$ cat src/rtl/mips_pkg.sv
// rtl/mips_pkg.sv - opcode constants, ALUOp encodings and control bundle for the register-read stage
package mips_pkg;

    localparam logic [5:0] OP_RTYPE = 6'b000000;
    localparam logic [5:0] OP_LW    = 6'b100011;
    localparam logic [5:0] OP_SW    = 6'b101011;
    localparam logic [5:0] OP_BEQ   = 6'b000100;
    localparam logic [5:0] OP_J     = 6'b000010;

    typedef enum logic [1:0] {
        ALUOP_ADD   = 2'b00,
        ALUOP_SUB   = 2'b01,
        ALUOP_FUNCT = 2'b10,
        ALUOP_JUMP  = 2'b11
    } aluop_e;

    // Field order fixes the bit layout of out_ctrl, MSB first.
    typedef struct packed {
        logic   reg_dst;
        logic   branch;
        logic   mem_read;
        logic   mem_to_reg;
        logic   mem_write;
        logic   jump;
        logic   alu_src;
        logic   reg_write;
        aluop_e alu_op;
    } ctrl_t;

    localparam int CTRL_W = $bits(ctrl_t);

    typedef struct packed {
        ctrl_t ctrl;
        logic  illegal;
    } decode_t;

    function automatic decode_t decode_op(input logic [5:0] op);
        decode_t d;
        d = '0;
        unique case (op)
            OP_RTYPE: begin
                d.ctrl.reg_dst   = 1'b1;
                d.ctrl.reg_write = 1'b1;
                d.ctrl.alu_op    = ALUOP_FUNCT;
            end
            OP_LW: begin
                d.ctrl.mem_read   = 1'b1;
                d.ctrl.mem_to_reg = 1'b1;
                d.ctrl.alu_src    = 1'b1;
                d.ctrl.reg_write  = 1'b1;
                d.ctrl.alu_op     = ALUOP_ADD;
            end
            OP_SW: begin
                d.ctrl.mem_write = 1'b1;
                d.ctrl.alu_src   = 1'b1;
                d.ctrl.alu_op    = ALUOP_ADD;
            end
            OP_BEQ: begin
                d.ctrl.branch = 1'b1;
                d.ctrl.alu_op = ALUOP_SUB;
            end
            OP_J: begin
                d.ctrl.jump   = 1'b1;
                d.ctrl.alu_op = ALUOP_JUMP;
            end
            default: d.illegal = 1'b1;
        endcase
        return d;
    endfunction

endpackage

$ cat src/rtl/reg_bank.sv
// rtl/reg_bank.sv - architectural register array: two async read ports, one sync write port, r0 hardwired to zero
module reg_bank #(
    parameter int  DATA_W = 32,
    parameter int  NREGS  = 32,
    localparam int AW     = $clog2(NREGS)
) (
    input  logic              clk,
    input  logic              rst_n,
    input  logic [AW-1:0]     rd_addr_a,
    output logic [DATA_W-1:0] rd_data_a,
    input  logic [AW-1:0]     rd_addr_b,
    output logic [DATA_W-1:0] rd_data_b,
    input  logic              wr_en,
    input  logic [AW-1:0]     wr_addr,
    input  logic [DATA_W-1:0] wr_data
);

    logic [DATA_W-1:0] regs [NREGS];

    always_ff @(posedge clk or negedge rst_n) begin
        if (!rst_n) begin
            for (int i = 0; i < NREGS; i++) begin
                regs[i] <= '0;
            end
        end else if (wr_en && (wr_addr != '0)) begin
            regs[wr_addr] <= wr_data;
        end
    end

    // r0 is forced at the read mux so it stays zero regardless of array contents.
    assign rd_data_a = (rd_addr_a == '0) ? '0 : regs[rd_addr_a];
    assign rd_data_b = (rd_addr_b == '0) ? '0 : regs[rd_addr_b];

endmodule

$ cat src/rtl/reg_read_stage.sv
// rtl/reg_read_stage.sv - one-entry decode/register-read pipeline stage; REG_READ_BYPASS_EN forwards same-cycle writeback
module reg_read_stage
    import mips_pkg::*;
#(
    parameter int  DATA_W = 32,
    parameter int  NREGS  = 32,
    localparam int AW     = $clog2(NREGS)
) (
    input  logic              clk,
    input  logic              rst_n,
    input  logic              in_valid,
    output logic              in_ready,
    input  logic [31:0]       instr,
    input  logic              wb_en,
    input  logic [AW-1:0]     wb_addr,
    input  logic [DATA_W-1:0] wb_data,
    output logic              out_valid,
    input  logic              out_ready,
    output logic [DATA_W-1:0] out_rs_data,
    output logic [DATA_W-1:0] out_rt_data,
    output logic [DATA_W-1:0] out_imm,
    output logic [AW-1:0]     out_dst,
    output logic [5:0]        out_opcode,
    output logic [5:0]        out_funct,
    output logic [9:0]        out_ctrl,
    output logic              out_illegal
);

    logic [AW-1:0]     rs_addr;
    logic [AW-1:0]     rt_addr;
    logic [AW-1:0]     rd_addr;
    logic [DATA_W-1:0] rs_rdata;
    logic [DATA_W-1:0] rt_rdata;
    logic [DATA_W-1:0] rs_val;
    logic [DATA_W-1:0] rt_val;
    logic [DATA_W-1:0] imm_ext;
    logic [AW-1:0]     dst_sel;
    decode_t           dec;
    ctrl_t             ctrl_q;
    logic              accept;
    logic              unused_instr;

    // Upper register-specifier bits are dropped when fewer than 32 registers exist.
    assign rs_addr = instr[21 +: AW];
    assign rt_addr = instr[16 +: AW];
    assign rd_addr = instr[11 +: AW];
    assign unused_instr = ^instr;

    reg_bank #(
        .DATA_W (DATA_W),
        .NREGS  (NREGS)
    ) u_reg_bank (
        .clk       (clk),
        .rst_n     (rst_n),
        .rd_addr_a (rs_addr),
        .rd_data_a (rs_rdata),
        .rd_addr_b (rt_addr),
        .rd_data_b (rt_rdata),
        .wr_en     (wb_en),
        .wr_addr   (wb_addr),
        .wr_data   (wb_data)
    );

`ifdef REG_READ_BYPASS_EN
    logic wb_live;
    assign wb_live = wb_en && (wb_addr != '0);
    assign rs_val  = (wb_live && (wb_addr == rs_addr)) ? wb_data : rs_rdata;
    assign rt_val  = (wb_live && (wb_addr == rt_addr)) ? wb_data : rt_rdata;
`else
    assign rs_val = rs_rdata;
    assign rt_val = rt_rdata;
`endif

    assign dec      = decode_op(instr[31:26]);
    assign imm_ext  = DATA_W'($signed(instr[15:0]));
    assign dst_sel  = dec.ctrl.reg_dst ? rd_addr : rt_addr;

    assign in_ready = !out_valid || out_ready;
    assign accept   = in_valid && in_ready;

    // Operands are latched at accept, so later writebacks cannot disturb a held result.
    always_ff @(posedge clk or negedge rst_n) begin
        if (!rst_n) begin
            out_valid   <= 1'b0;
            out_rs_data <= '0;
            out_rt_data <= '0;
            out_imm     <= '0;
            out_dst     <= '0;
            out_opcode  <= '0;
            out_funct   <= '0;
            ctrl_q      <= '0;
            out_illegal <= 1'b0;
        end else if (accept) begin
            out_valid   <= 1'b1;
            out_rs_data <= rs_val;
            out_rt_data <= rt_val;
            out_imm     <= imm_ext;
            out_dst     <= dst_sel;
            out_opcode  <= instr[31:26];
            out_funct   <= instr[5:0];
            ctrl_q      <= dec.ctrl;
            out_illegal <= dec.illegal;
        end else if (out_ready) begin
            out_valid   <= 1'b0;
        end
    end

    assign out_ctrl = ctrl_q;

endmodule

$ cat config.mk
export PLATFORM = sky130hd
export DESIGN_NAME = reg_read_stage
export DESIGN_NICKNAME = d
export VERILOG_FILES = /design/src/rtl/mips_pkg.sv /design/src/rtl/reg_bank.sv /design/src/rtl/reg_read_stage.sv
export SDC_FILE = /design/constraint.sdc
export NUM_CORES = 2
export LEC_CHECK = 0
export CORE_UTILIZATION = 56
export DETAILED_ROUTE_END_ITERATION = 7
export PLACE_DENSITY_LB_ADDON = 0.05
export REMOVE_ABC_BUFFERS = 1
export SYNTH_ARGS = -nofsm -noshare
export SYNTH_HDL_FRONTEND = slang
export SYNTH_HIERARCHICAL = 1
export SYNTH_SLANG_ARGS = --single-unit
$ cat constraint.sdc
create_clock -name clk -period 5.1 [get_ports clk]
set_input_delay 1.02 -clock clk [delete_from_list [all_inputs] [get_ports clk]]
set_output_delay 1.02 -clock clk [all_outputs]
set_load 0.02 [all_outputs]
==> flow_summary.toml <==
[setup_path]
r2r-start = "u_reg_bank/regs[656]"
cp-start-kind = "input port"
rr_worst_depth = 5
end_kind = "primary output"
path_class = "input port to primary output"
ff2ff_setup_slack_ps = 2950
reg2reg_to = "out_rt_data[16]"
worstPathMaxFanout = 11
worstPathArrival_ps = 2750
worstPathRequired_ps = 4080

[clock_network]
path_clk_slew_ps = 50
root_buffer = "clkbuf_16"
htreeDepth = 4
numClockSinks = 1126
cts.path.max_buffers = 3
cts_tree = "built"
cts_resized = 0
cts_buffers = 130
clk_latency_ps = 760
cts_hold_buf = 0
post-cts-setup-buffers = 0

[pwr]
p_leak_nw = 28.01
ir_drop_v = 0.0002920
combPwrFrac = 0.204
p_sw_w = 0.007301
p_sw_frac = 0.2743
pwr-share-clk = 0.347
pwr-share-seq = 0.449
p_int_w = 0.01932
powerDensity_mw_per_mm2 = 404.8

[floorplan]
io_pins = 200
initial_core_util = 0.5653
coreArea_mm2 = 0.1035
die_w_um = 325.2
dieArea_mm2 = 0.1058
fp-row-count = 118
die_y_um = 325.2

[sta]
max_freq_mhz = 265.0
rsz0062_at_grt = "false"
clock_skew_ps = 20.65
finalCritPeriodShare = 0.7400
whs_ps = 269.4
finalSetupViolCount = 0
setup_tns_ps = 0
slew_violations = 0
worst_pin_slew_ps = 1221
max-slew-margin-rel = 0.1831
period_needed_ps = 3774
finalHoldViolations = 0

[drt]
firstDrtPassIters = 7
drc = 0
routedWlPerCell_um = 33.48
vias = 37690
drtIter0Drc = 3447
routed_wl_mm = 179.7
via_per_inst = 7.022
ant_nets = 0

[placement]
numPortBuffers = 199
place_congestion = 0.8160
dp_hpwl_mm = 106.4

[global_route]
antenna_found_initial = 5
grt_max_degree = 156
grt_use_total = 0.3450
overflow = 0
grt_pass1_wl_mm = 269.1
first_global_vias = 40460

[synth]
ys_seq_area_frac = 0.4816
synthAdderAreaFrac = 0
synth-main-ff-cell = "dfrtp_1"
synth_cells = 3903
synthTopCellsByCount = "1133 x mux2_2, 1126 x dfrtp_1, 448 x mux4_2"
synth_top_family_by_area = "multiplexers"
yosysUniqueCellTypes = 51
synthSimpleGateAreaFrac = 0.01698
post-synth-top-area-cell = "dfrtp_1"
async_flop_share = 1.000
synth_compound_area_frac = 0.04837
yosys.area.top_type_share = 0.4816
netlist_area_mm2 = 0.05851
ys_warn_count = 6
synth_xor_area_frac = 0.0001497
synthTopCellsByArea = "dfrtp_1 48%, mux2_2 22%, mux4_2 17%"
synthMuxAreaShare = 0.4143
syn_avg_cell_area_um2 = 14.99
ys_ff_latch = 1126
synth_edf_count = 0
yosysMostFrequentCell = "mux2_2"

[run]
maxCapViolCount = 0

[cells_and_area]
drive_above_1_share = 0.4928
area_growth_pct = 12.40
ff_latch_area_mm2 = 0.02818
multi_input_area_mm2 = 0.02828
fillers = 7483
fin_nets = 3961

[hold_path]
hold_path_class = "input port to async pin"

[outcome]
status = "completed"
## routing by layer
layer / track usage / vias to the layer above / share of wire
li1: - / 15000 / -
met1: 0.4562 / 20530 / 0.40
met2: 0.5514 / 1710 / 0.48
met3: 0.06952 / 446 / 0.074
met4: 0.1615 / 2 / 0.048
met5: 0 / - / 0.000089
## cell usage in the layout (no fill, tap or decap), types with 40 or more instances in the layout
cell	n
buf_4	89
mux2i_1	128
clkdlybuf4s50_1	188
clkbuf_16	133
mux4_2	448
dfrtp_1	1126
a221oi_1	46
nand2_1	40
mux2_2	1133
a311oi_1	64
nor2b_1	66
a22oi_1	64
a211oi_1	64
o21ai_0	111
## power by group through the flow
stage	logic (W)	clock network [W]	registers, W
6_report	0.00543	0.00924	0.0119
5_1_grt	0.00577	0.00973	0.0121
4_1_cts	0.00545	0.00939	0.0119
3_5_place_dp	0.00542	0	0.0120
3_3_place_gp	0.00524	0	0.0118
2_1_floorplan	0.00343	0	0.0118
## worst max path at each step
stage | start | endpoint | slack, ps
global placement | wb_addr[3] | u_reg_bank/regs[830] | 1210
finish | out_ready | in_ready | 1330
CTS | out_ready | in_ready | 1320
floorplan | wb_en | u_reg_bank/regs[192] | 1140
global route | out_ready | in_ready | 1250
detailed placement | wb_addr[4] | u_reg_bank/regs[714] | 1180
## worst max-delay path, cell delays in order
cell and delay (ps):
clkdlybuf4s50_1 470, and2b_1 260, inv_1 320, clkdlybuf4s50_1 680
## metrics by stage
| step | power [W] | setup WS, ps | util | instance area [µm²] | std cells |
|---|---|---|---|---|---|
| 6_report | 0.02662 | 1326 | 0.6354 | 65760 | 5368 |
| 5_1_grt | 0.02763 | 1254 | 0.6353 | 65750 | 5364 |
| 4_1_cts | 0.02672 | 1323 | 0.6353 | 65750 | 5363 |
| 3_5_place_dp | 0.01745 | 1181 | 0.5948 | 61560 | 5135 |
| 3_3_place_gp | 0.01705 | 1215 | 0.5948 | 61560 | 5135 |
| 2_1_floorplan | 0.01521 | 1143 | - | 56270 | 3433 |
## layout make-up
type	instances	area share
Tap cell	1380	0.02626
Inverter	5	0.0003234
Sequential cell	1126	0.4285
Multi-Input combinational cell	2302	0.4301
Clock buffer	191	0.05757
Antenna cell	5	0.0001903
Timing Repair Buffer	322	0.05091
Clock inverter	37	0.006221
## state kept, by name (all words and copies together) (netlist names)
register and count:
out_opcode 6, out_valid 1, out_illegal 1, out_rs_data 32, out_rt_data 32, out_imm 16
u_reg_bank/regs 1024, out_dst 5, out_ctrl 9
## kinds of logic after synthesis
kind of cell | after synthesis
and+or+nand+nor | 186
muxes | 1719
AOI/OAI and AO/OA | 396
DFF | 1126
buffers and inverters | 475
xor gates and xnor gates | 1
Power figures use the tool's default switching activity.
